### config.mk
export PLATFORM = sky130hd
export DESIGN_NAME = zbt_arbiter
export DESIGN_NICKNAME = d
export VERILOG_FILES = /design/src/rtl/zbt_arbiter.sv
export SDC_FILE = /design/constraint.sdc
export NUM_CORES = 1
export LEC_CHECK = 0
export CAP_MARGIN = 25
export CORE_MARGIN = 1
export CORE_UTILIZATION = 38
export CTS_CLUSTER_DIAMETER = 100
export CTS_CLUSTER_SIZE = 24
export DETAILED_ROUTE_END_ITERATION = 16
export PLACE_DENSITY = 0.74
export SLEW_MARGIN = 40
export SYNTH_ARGS = -nofsm -noshare
export SYNTH_HDL_FRONTEND = slang
export SYNTH_SLANG_ARGS = --single-unit
export TNS_END_PERCENT = 20
### constraint.sdc
create_clock -name clk -period 3.7 [get_ports clk]
set_clock_uncertainty 0.2 [all_clocks]
set_input_delay 0.74 -clock clk [delete_from_list [all_inputs] [get_ports clk]]
set_output_delay 0.74 -clock clk [all_outputs]
set_load 0.02 [all_outputs]
### src/rtl/zbt_arbiter.sv
// -----------------------------------------------------------------------------
// zbt_arbiter
//
// Shares one ZBT SRAM (behind zbt_6111) between a read requester (scan-out)
// and a write requester (capture path), and adds a fill engine that writes
// CLEAR_DATA to addresses 0..CLEAR_LAST. Reads have priority, but a waiting
// write is forced through after STARVE_LIMIT consecutive read grants. Read
// requests are tagged through the two-cycle ZBT pipeline so that only real
// reads produce rd_valid.
//
// Ports
//   clk, reset                  clock, synchronous active-high reset
//   rd_req/rd_addr/rd_ack       read request handshake (ack is combinational)
//   rd_data/rd_valid            returned read word and its one-cycle strobe
//   wr_req/wr_addr/wr_data      write request (held until wr_ack)
//   wr_ack                      combinational write accept
//   clear_start/clear_busy      fill engine start pulse / running flag
//   zbt_cen/zbt_we/zbt_addr/
//   zbt_write_data              control and data toward zbt_6111
//   zbt_read_data               read data from zbt_6111
// -----------------------------------------------------------------------------
module zbt_arbiter #(
    parameter int          STARVE_LIMIT = 4,
    parameter logic [18:0] CLEAR_LAST   = 19'h7FFFF,
    parameter logic [35:0] CLEAR_DATA   = 36'h0
) (
    input  logic        clk,
    input  logic        reset,
    input  logic        rd_req,
    input  logic [18:0] rd_addr,
    output logic        rd_ack,
    output logic [35:0] rd_data,
    output logic        rd_valid,
    input  logic        wr_req,
    input  logic [18:0] wr_addr,
    input  logic [35:0] wr_data,
    output logic        wr_ack,
    input  logic        clear_start,
    output logic        clear_busy,
    output logic        zbt_cen,
    output logic        zbt_we,
    output logic [18:0] zbt_addr,
    output logic [35:0] zbt_write_data,
    input  logic [35:0] zbt_read_data
);

    localparam int          SW         = $clog2(STARVE_LIMIT + 1);
    localparam logic [SW-1:0] STARVE_MAX = SW'(STARVE_LIMIT);

    typedef enum logic {S_RUN = 1'b0, S_CLEAR = 1'b1} state_t;

    state_t         state_q, state_d;
    logic [18:0]    fill_cnt_q, fill_cnt_d;
    logic [SW-1:0]  starve_q, starve_d;
    logic [2:0]     tag_q, tag_d;
    logic [35:0]    rd_data_q, rd_data_d;
    logic           rd_valid_q, rd_valid_d;
    logic           we_q, we_d;
    logic [18:0]    addr_q, addr_d;
    logic [35:0]    wdata_q, wdata_d;

    logic           rd_grant, wr_grant;

    // ---------------- state register ----------------
    always_ff @(posedge clk) begin
        if (reset) begin
            state_q    <= S_RUN;
            fill_cnt_q <= '0;
            starve_q   <= '0;
            tag_q      <= '0;
            rd_data_q  <= '0;
            rd_valid_q <= 1'b0;
            we_q       <= 1'b0;
            addr_q     <= '0;
            wdata_q    <= '0;
        end else begin
            state_q    <= state_d;
            fill_cnt_q <= fill_cnt_d;
            starve_q   <= starve_d;
            tag_q      <= tag_d;
            rd_data_q  <= rd_data_d;
            rd_valid_q <= rd_valid_d;
            we_q       <= we_d;
            addr_q     <= addr_d;
            wdata_q    <= wdata_d;
        end
    end

    // ---------------- next state ----------------
    always_comb begin
        state_d = state_q;
        unique case (state_q)
            S_RUN:   if (clear_start)              state_d = S_CLEAR;
            S_CLEAR: if (fill_cnt_q == CLEAR_LAST) state_d = S_RUN;
            default:                               state_d = S_RUN;
        endcase
    end

    // ---------------- FSM outputs (grants) ----------------
    // A clear_start in RUN claims the cycle, so no request is acked with it.
    always_comb begin
        rd_grant = 1'b0;
        wr_grant = 1'b0;
        if (!reset && state_q == S_RUN && !clear_start) begin
            if (wr_req && (!rd_req || starve_q == STARVE_MAX)) begin
                wr_grant = 1'b1;
            end else if (rd_req) begin
                rd_grant = 1'b1;
            end
        end
    end

    // ---------------- datapath next values ----------------
    always_comb begin
        fill_cnt_d = fill_cnt_q;
        starve_d   = starve_q;
        we_d       = 1'b0;        // idle cycles issue an untagged read
        addr_d     = addr_q;
        wdata_d    = wdata_q;

        if (state_q == S_CLEAR) begin
            we_d       = 1'b1;
            addr_d     = fill_cnt_q;
            wdata_d    = CLEAR_DATA;
            fill_cnt_d = fill_cnt_q + 19'd1;
        end else if (clear_start) begin
            fill_cnt_d = '0;
        end else if (wr_grant) begin
            we_d    = 1'b1;
            addr_d  = wr_addr;
            wdata_d = wr_data;
        end else if (rd_grant) begin
            addr_d  = rd_addr;
        end

        // Starve counter only measures reads granted while a write waits.
        if (!wr_req || wr_grant) begin
            starve_d = '0;
        end else if (rd_grant) begin
            starve_d = starve_q + 1'b1;
        end

        // Tag bit k set means a real read is k+1 cycles past its ack edge;
        // the ZBT returns data while the oldest stage is set.
        tag_d      = {tag_q[1:0], rd_grant};
        rd_valid_d = tag_q[2];
        rd_data_d  = tag_q[2] ? zbt_read_data : rd_data_q;
    end

    // The ZBT clock enable must never drop outside reset: zbt_6111 would
    // freeze its write-data pipeline and misplace in-flight writes.
    assign zbt_cen        = ~reset;
    assign zbt_we         = we_q;
    assign zbt_addr       = addr_q;
    assign zbt_write_data = wdata_q;

    assign rd_ack     = rd_grant;
    assign wr_ack     = wr_grant;
    assign rd_data    = rd_data_q;
    assign rd_valid   = rd_valid_q;
    assign clear_busy = (state_q == S_CLEAR);

endmodule

# After elaboration in Yosys (flattened, before gate mapping)

Index checks and enable logic that the tools add are counted.

Output and inout port bits: 97
Bits of input ports: 115
Register bits after elaboration: 119
Logic and storage cells: 49

Equality and inequality tests: 3
$add $sub $neg: 2
Bitwise operators: 3
Multiplexer cells: 17
Reduce and logical (&&, ||, !) cells: 15

Operator list:

| cell                    | number |
|---|---|
| $mux W19                | 6 |
| $add A19 B1 Y19 const B | 1 |
| $eq A19 B19 Y1 const B  | 1 |
| $mux W1                 | 10 |
| $logic_not A1 Y1        | 4 |
| $reduce_and A2 Y1       | 2 |
| $reduce_or A2 Y1        | 2 |
| $add A3 B1 Y3 const B   | 1 |
| $eq A3 B3 Y1 const B    | 1 |
| $logic_and A1 B1 Y1     | 3 |
| $not A1 Y1              | 3 |
| $reduce_bool A3 Y1      | 1 |
| $logic_or A1 B1 Y1      | 2 |
| $ne A2 B1 Y1 const B    | 1 |
| $pmux W1 S2             | 1 |
| $reduce_bool A2 Y1      | 1 |

# Longest topological paths before layout

Gate-level depths: netlist of run 1.

Word-level depth: 9
Depth in mapped cells: 9
Gate-level depth less buffers: 7

# Least setup slack after synthesis of run 1

Ideal clock, no wire load.

Path kind: input-to-output
Start: input port clear_start
End: output port wr_ack
Path slack: 1.206 ns
Data required time: 2.760 ns
Cell stages on the path: 5
Data arrival time: 1.554 ns
Path buffers: 2
Cell sequence: nor3_2 -> nand3_1 -> inv_2 -> buf_4 -> buf_2

Cells in the longest elaborated chain, start to end: 3

Ends and longest elaborated chain:

| what                | line | RTL |
|---|---|---|
| start: declaration  | 38   | `input logic clear_start,` |
| $logic_not A1 Y1    | 104  | `if (!reset && state_q == S_RUN && !clear_start) begin` |
| $logic_and A1 B1 Y1 | 104  |  |
| $mux W1             | 104  |  |
| end: declaration    | 37   | `output logic wr_ack,` |

No other way between the ends.

# Final worst setup path of run 1

Start: input port clear_start
End: output port rd_ack

Cells in the longest elaborated chain, start to end: 3

Ends and longest elaborated chain:

| what                | line | RTL |
|---|---|---|
| $logic_not A1 Y1    | 104  |  |
| $logic_and A1 B1 Y1 | 104  |  |
| $mux W1             | 104  |  |
| end: declaration    | 31   | `output logic rd_ack,` |

No other way between the ends.

==> results of run 1 <==
## how the worst max path moves through the flow
stage / from / end / slack [ns] / cells after the start
floorplan: clear_start / wr_ack / 1.21 / 5
global placement: clear_start / rd_ack / 0.31 / 4
detailed placement: clear_start / rd_ack / 0.27 / 4
CTS: clear_start / rd_ack / 0.26 / 4
global route: clear_start / rd_ack / 0.20 / 4
finish: clear_start / rd_ack / 0.27 / 4
## power by group through the flow
stage / Sequential (uW) / Clock (uW) / Combinational [uW]
floorplan: 1400 / 0 / 104
global placement: 1360 / 0 / 361
detailed placement: 1360 / 0 / 366
CTS: 1340 / 1510 / 368
global route: 1340 / 1570 / 391
finish: 1340 / 1470 / 366
## per-layer routing
layer	part of all wire	GRT usage	wire (um)	vias to the layer above
li1	-	-	-	2283
met1	0.42	0.253	5810	2134
met2	0.47	0.357	6480	202
met3	0.083	0.0739	1140	23
met4	0.019	0.0886	254	0
met5	0	0	0	-
## Yosys cell counts, drive strengths merged, types with 4 or more instances
library cell | instances | area, um2
a31oi | 20 | 125
buf | 23 | 121
nand4 | 7 | 65.1
nand2 | 104 | 390
o21ai | 39 | 195
a21oi | 22 | 110
dfxtp | 119 | 2380
nor2b | 4 | 25.0
nor2 | 55 | 206
inv | 8 | 30.0
clkbuf | 15 | 56.3
and3 | 4 | 25.0
nor3 | 4 | 25.0
nand3 | 47 | 235
mux2i | 39 | 390
## stage by stage
step / util / std cells / power [uW]
6_report: 0.618 / 926 / 3180
3_5_place_dp: 0.575 / 898 / 1730
5_1_grt: 0.618 / 926 / 3300
4_1_cts: 0.618 / 926 / 3210
3_3_place_gp: 0.575 / 898 / 1720
2_1_floorplan: - / 548 / 1500
## final cells by class
| type | count | area (um2) |
|---|---|---|
| flip-flops and latches | 119 | 2390 |
| multi-input cells | 383 | 2160 |
| fillers | 1013 | 4620 |
| well taps | 168 | 210 |
| clock inverters | 5 | 50.0 |
| repair buffers | 220 | 2170 |
| clock buffers | 23 | 478 |
| inverters | 8 | 30.0 |
## kinds of logic (layout without fill, tap and decap cells)
family	count (synthesis)	in the layout
DFF	119	119
muxes	42	42
and+or+nand+nor	239	239
xor gates and xnor gates	5	5
adders and majority gates	3	3
buffers and inverters	46	256
AOI/OAI and AO/OA	94	94
## sequential cells by signal, summed over array words and instances (netlist names)
register	flops
fill_cnt_q	19
zbt_write_data	36
zbt_addr	19
zbt_we	1
tag_q	3
starve_q	3
rd_data	36
rd_valid	1
clear_busy	1
## cells in the final DEF, fill, tap and decap left out, types with 3 or more instances in the layout
cell type,n
nand2_1,104
o21ai_0,38
xor2_1,3
a211oi_1,3
mux2_2,3
and3_1,4
mux2i_1,39
nor2_1,55
nor3_1,3
buf_4,9
clkbuf_8,3
ha_1,3
a21oi_1,22
clkbuf_16,17
nor2b_1,4
clkbuf_1,3
inv_1,6
clkinv_2,4
dfxtp_1,118
nand3_1,46
nand4_1,5
clkdlybuf4s50_1,210
a31oi_1,20
==> flow_summary.ini, run 1 <==
[synthesis]
synth_seq_cells = 119
synth_adder_area_share = 0.00792
async_reset_ff_frac = 0
synth_flop_cell = dfxtp_1
synth_top_family_by_area = simple AND/OR/NAND/NOR gates
synthMuxAreaShare = 0.0894
syn_inst = 548
synth_area_um2 = 4740
post_synth_and_or_nand_nor_area_fraction = 0.233
syn_area_per_cell_um2 = 8.65
yosysUniqueCellTypes = 47
yosysWarnings = 0
synth-edff-count = 0
synth_compound_area_frac = 0.114
synth_xor_area_frac = 0.00923
ys_seq_area_frac = 0.502
syn-num-nets = 666

[die]
die_w_um = 114
ios = 212
dieArea_um2 = 12900
die_h_um = 114
coreArea_um2 = 12100
initial_core_util = 0.392
num_rows = 40

[sta]
fin_crit_ns = 3.43
finalWorstSetupSlack_ns = 0.272
fin_setup_tns_ns = 0
relSlewSlack = 0.559
fmax_ghz = 0.292
rsz0062_at_grt = no
setup_viol = 0
whs_ns = 0.239
slew_violations = 0
worst_pin_slew_ns = 0.660
hold_viol = 0
min_period_over_period = 0.926

[critical_path]
critical_path_class = input pin to output port
critPathTopFamily = buffers and inverters
cp_common_cell = clkdlybuf4s50_1
path_cells = clkdlybuf4s50_1 -> nor3_2 -> and3_1 -> clkdlybuf4s50_1
r2r_end = zbt_addr[0]$_SDFFE_PP0P_
critical_path.slowest_cell = clkdlybuf4s50_1
cp.arrival_ns = 2.49
r2r_setup_slack_ns = 1.64
cp-end-kind = output port
cp_data_required_time_ns = 2.76
cpPeakStageDelay_ns = 0.64
r2r_start = starve_q[0]$_SDFFE_PP0P_
worstPathMaxFanout = 5
worst-path-buf-inv = 2
cp-start-kind = input pin
rr_worst_depth = 7

[pwr]
p_sw_uw = 704
power_frac_comb = 0.115
p_int_uw = 2470
p_seq_frac = 0.421
vdd.ir_drop.worst_mv = 0.225
power.density_nw_per_um2 = 424
p_leak_uw = 0.00281
swShare = 0.222
p_clk_frac = 0.464

[min_path]
min_from = tag_q[1]$_SDFF_PP0_
min_to = tag_q[2]$_SDFF_PP0_
hold_class = flop to flop
hold_depth = 1

[clock_network]
cts_buffer_depth = 2
post_cts_buffers = 0
cts_tree = built
cts-htree-levels = 4
cts-hold-fix-buffers = 0
clk_pin_slew_worst_paths_ns = 0.05
cts.sinks = 119
insertion_delay_ns = 0.41
postCtsResizedCells = 0
cts_root_buf = clkbuf_16
cts_buffers = 17

[global_route]
track_usage = 0.215
grt_pass1_vias = 4476
grt_max_degree = 59
antenna_found_initial = 0
overflow = 0
grt_pass1_wl_um = 21800

[placed_design]
io_buffers = 211
dp_slack_ns = 0.267
placed_area_um2 = 6960
globalplace.congestion = 0.835
dp_hpwl_um = 9720

[routing]
drc = 0
wl_per_cell_um = 14.8
drtAntennaViolNets = 0
drt-initial-drc-count = 306
vias = 4642
viasPerCell = 5.01
first_pass_iters = 4
postRouteWirelength_um = 13700

[job]
maxCapViolCount = 0

[cells_and_area]
layout.nets = 867
final_area_um2 = 7490
final_layout_size_suffix_gt1_frac = 0.0699
area_growth_pct = 58.0
antenna_cells = 0

[run_status]
status = finished clean
No activity file was read; power rests on OpenSTA's default activity.
==> inputs of run 2 (changes only) <==
- GPL_TIMING_DRIVEN: not set -> 0
==> flow_summary.ini, run 2 (synthesis results as in run 1) <==
[routing]
first_pass_iters = 4
vias = 4804
drc = 0
drtAntennaViolNets = 0
viasPerCell = 5.01
wl_per_cell_um = 15.2
drt-initial-drc-count = 322
postRouteWirelength_um = 14600

[critical_path]
rr_worst_depth = 5
cp-start-kind = input pin
cp.arrival_ns = 2.64
cp_data_required_time_ns = 2.76
worstPathMaxFanout = 10
startpoint = reset
r2r_setup_slack_ns = 1.62
cp-end-kind = output port
r2r_start = clear_busy$_SDFF_PP0_
critical_path_class = input pin to output port
r2r_end = zbt_addr[8]$_SDFFE_PP0P_

[pwr]
p_leak_uw = 0.00292
vdd.ir_drop.worst_mv = 0.242
power.density_nw_per_um2 = 437

[sta]
rsz0062_at_grt = no
relSlewSlack = 0.583
slew_violations = 0
worst_pin_slew_ns = 0.621
hold_viol = 0
min_period_over_period = 0.968
fmax_ghz = 0.279
fin_crit_ns = 3.58
fin_setup_tns_ns = 0
setup_viol = 0

[die]
die_w_um = 114
initial_core_util = 0.392
ios = 212
num_rows = 40
dieArea_um2 = 12900
coreArea_um2 = 12100
die_h_um = 114

[placed_design]
dp_cells = 927
dp_hpwl_um = 11100
globalplace.congestion = 0.871
io_buffers = 211
placed_area_um2 = 7060

[global_route]
overflow = 0
grt_max_degree = 17
track_usage = 0.228
antenna_found_initial = 0
grt_pass1_wl_um = 22800
grt_pass1_vias = 4708

[cells_and_area]
final_layout_size_suffix_gt1_frac = 0.0822
stdcell_count = 959
final_cell_mix = clkdlybuf4s50_1, dfxtp_1, nand2_1, nor2_1, nand3_1
antenna_cells = 0
layout.nets = 896
final_area_um2 = 7670
final_common_cell = clkdlybuf4s50_1
layout.core_utilization = 0.634
area_growth_pct = 61.8

[clock_network]
cts_buffers = 17
cts_tree = built
clk_pin_slew_worst_paths_ns = 0.05
insertion_delay_ns = 0.41
cts-htree-levels = 4
cts.sinks = 119
cts_root_buf = clkbuf_16
cts_buffer_depth = 2
post_cts_buffers = 0

[job]
maxCapViolCount = 0

[min_path]
hold_depth = 1
min_to = tag_q[2]$_SDFF_PP0_
hold_class = flop to flop
min_from = tag_q[1]$_SDFF_PP0_

[run_status]
status = finished clean
-- run 2: cell types whose count changed in the layout (fill, tap and decap cells not counted), sizes merged --
cell,change
buf,+13
dlygate4sd2,+1
bufinv,+1
clkinvlp,+1
clkbuf,+16
clkinv,+1
-- run 2: repair_timing --
| action | CTS | global route |
|---|---|---|
| hold buffers | 0 | 0 |
| setup endpoints to repair | 1 | 1 |
| pin swaps | 0 | 1 |
| resized for setup | 2 | 0 |
-- run 2: worst max-delay path by stage --
| stage | cells past startpoint | slack [ns] | to |
|---|---|---|---|
| after CTS | 7 | 0.12 | wr_ack |
| after global routing | 7 | 0.007 | wr_ack |
| final | 4 | 0.12 | zbt_cen |
| after floorplan | 5 | 1.21 | wr_ack |
| after detailed placement | 7 | -0.22 | wr_ack |
| after global placement | 7 | -0.22 | wr_ack |
-- run 2: per-stage QoR --
step                      total power [uW]  hold WS (ns)  setup WS, ns
after floorplan                       1500         0.214          1.21
after global placement                1730         0.236        -0.215
after detailed placement              1740         0.230        -0.216
after CTS                             3380         0.240         0.116
after global routing                  3480         0.265       0.00663
final                                 3350         0.241         0.119
-- run 2: layout make-up --
| type | instances | area, um2 |
|---|---|---|
| Timing Repair Buffer | 211 | 2110 |
| Buffer | 38 | 178 |
| Sequential cell | 119 | 2380 |
| Fill cell | 1045 | 4440 |
| Inverter | 8 | 30.0 |
| Multi-Input combinational cell | 383 | 2160 |
| Clock buffer | 24 | 512 |
| Clock inverter | 8 | 92.6 |
| Tap cell | 168 | 210 |
-- run 2: critical path, stage by stage --
cell and delay (ns):
clkdlybuf4s50_1 0.55, inv_1 0.26, clkbuf_1 0.40, clkdlybuf4s50_1 0.69
-- run 2: power breakdown --
group,internal (uW),switching (uW)
clock network,1090,549
registers,1320,20.0
logic,202,175
-- run 2: layer usage --
layer / share of wire / global-route usage / wire, um
met1: 0.42 / 0.257 / 6110
met2: 0.49 / 0.400 / 7100
met3: 0.078 / 0.0707 / 1140
met4: 0.016 / 0.0877 / 231
met5: 0 / 0 / 0
==> inputs of run 3 (changes only) <==
- MAX_ROUTING_LAYER: not set -> met4
- PLACE_DENSITY: 0.74 -> not set
- PLACE_DENSITY_LB_ADDON: not set -> 0.05
==> flow_summary.ini, run 3 (synthesis results as in run 1) <==
[run_status]
status = finished clean

[global_route]
grt_pass1_wl_um = 21800
grt_max_degree = 17
track_usage = 0.223
overflow = 0
grt_pass1_vias = 4431
antenna_found_initial = 0

[die]
dieArea_um2 = 12900
coreArea_um2 = 12100
num_rows = 40
die_w_um = 114
die_h_um = 114
initial_core_util = 0.392
ios = 212

[cells_and_area]
final_common_cell = clkdlybuf4s50_1
fillers = 1107
final_cell_mix = clkdlybuf4s50_1, dfxtp_1, nand2_1, nor2_1, nand3_1
final_layout_size_suffix_gt1_frac = 0.0759
multiInputGateArea_um2 = 2160
layout.nets = 897
final_area_um2 = 7600
area_growth_pct = 60.2
seq_area_um2 = 2380
antenna_cells = 0

[clock_network]
clk_pin_slew_worst_paths_ns = 0.05
cts.sinks = 119
cts_buffer_depth = 2
cts_root_buf = clkbuf_16
cts-htree-levels = 4
cts_tree = built
insertion_delay_ns = 0.40
cts_buffers = 17

[sta]
fin_crit_ns = 3.52
hold_viol = 0
worst_pin_slew_ns = 0.530
fmax_ghz = 0.284
rsz0062_at_grt = no
relSlewSlack = 0.644
min_period_over_period = 0.950
setup_viol = 0
slew_violations = 0
finalWorstSetupSlack_ns = 0.184
whs_ns = 0.237

[routing]
drtAntennaViolNets = 0
wl_met3_um = 771
wl_met2_um = 6490
drt-initial-drc-count = 219
postRouteWirelength_um = 13800
highest_layer = met4
vias = 4656
wl_per_cell_um = 14.4
viasPerCell = 4.86
first_pass_iters = 4
m1WireLength_um = 6340
drc = 0

[critical_path]
critical_path_class = input pin to output port
startpoint = clear_start
cp-endpoint = wr_ack
r2r_start = starve_q[0]$_SDFFE_PP0P_
worstPathMaxFanout = 10
cpPeakStageDelay_ns = 0.54
cp_data_required_time_ns = 2.76
r2r_setup_slack_ns = 1.72
rr_worst_depth = 8
cp-start-kind = input pin
critical_path.slowest_cell = clkdlybuf4s50_1
cp-end-kind = output port
path_cells = clkdlybuf4s50_1 -> nor3_4 -> nand3_1 -> inv_2 -> buf_4 -> buf_2 -> dlygate4sd2_1
r2r_end = zbt_write_data[22]$_SDFFE_PP0P_
cp.arrival_ns = 2.58

[pwr]
vdd.ir_drop.worst_mv = 0.293
p_leak_uw = 0.00289
power.density_nw_per_um2 = 413

[placed_design]
globalplace.congestion = 0.772
dp_slack_ns = -0.240
io_buffers = 211
placed_area_um2 = 7060
dp_hpwl_um = 10500

[job]
maxCapViolCount = 0

[min_path]
hold_class = flop to flop
[run 3: routing by layer]
metal / vias to the layer above / global-route usage
met2: 161 / 0.361
met5: - / -
met3: 11 / 0.0494
met1: 2138 / 0.274
li1: 2346 / -
met4: 0 / 0.0746
[run 3: worst min-delay path by stage]
stage                                          startpoint                              end  slack [ns]  depth (start not counted)
after floorplan                       tag_q[0]$_SDFF_PP0_              tag_q[1]$_SDFF_PP0_        0.21                          1
after global placement    zbt_write_data[18]$_SDFFE_PP0P_  zbt_write_data[18]$_SDFFE_PP0P_        0.24                          2
after detailed placement              tag_q[1]$_SDFF_PP0_              tag_q[2]$_SDFF_PP0_        0.23                          1
after CTS                             tag_q[1]$_SDFF_PP0_              tag_q[2]$_SDFF_PP0_        0.24                          1
after global routing                  tag_q[1]$_SDFF_PP0_              tag_q[2]$_SDFF_PP0_        0.26                          1
final                                 tag_q[1]$_SDFF_PP0_              tag_q[2]$_SDFF_PP0_        0.24                          1
[run 3: worst max-delay path: cells and delay by family]
kind                   cells  cell delay (ns)
buffers and inverters      5             1.38
and+or+nand+nor            2             0.44
[run 3: cell type report]
cell class,instances,area share
Tap cell,168,0.0277
Sequential cell,119,0.314
Inverter,8,0.00395
Clock buffer,26,0.0657
Clock inverter,4,0.00263
Timing Repair Buffer,212,0.279
Multi-Input combinational cell,383,0.284
Buffer,38,0.0234
[run 3: repair_timing]
action,CTS,global route
hold buffers,0,0
setup buffers,0,1
resized for setup,2,1
pin swaps,0,1
endpoints found under the setup margin,1,1
[run 3: stage by stage]
stage	util	cells	TNS, ns	power [uW]
after CTS	0.627	957	0	3170
after global routing	0.627	958	0	3270
final	0.627	958	0	3140
after detailed placement	0.583	927	-0.240	1730
after global placement	0.583	927	-0.242	1730
after floorplan	-	548	0	1500
[run 3: report_power, final]
group          total (uW)  switching [uW]  internal (uW)
clock                1430             519            913
sequential           1340            18.8           1320
combinational         370             168            202
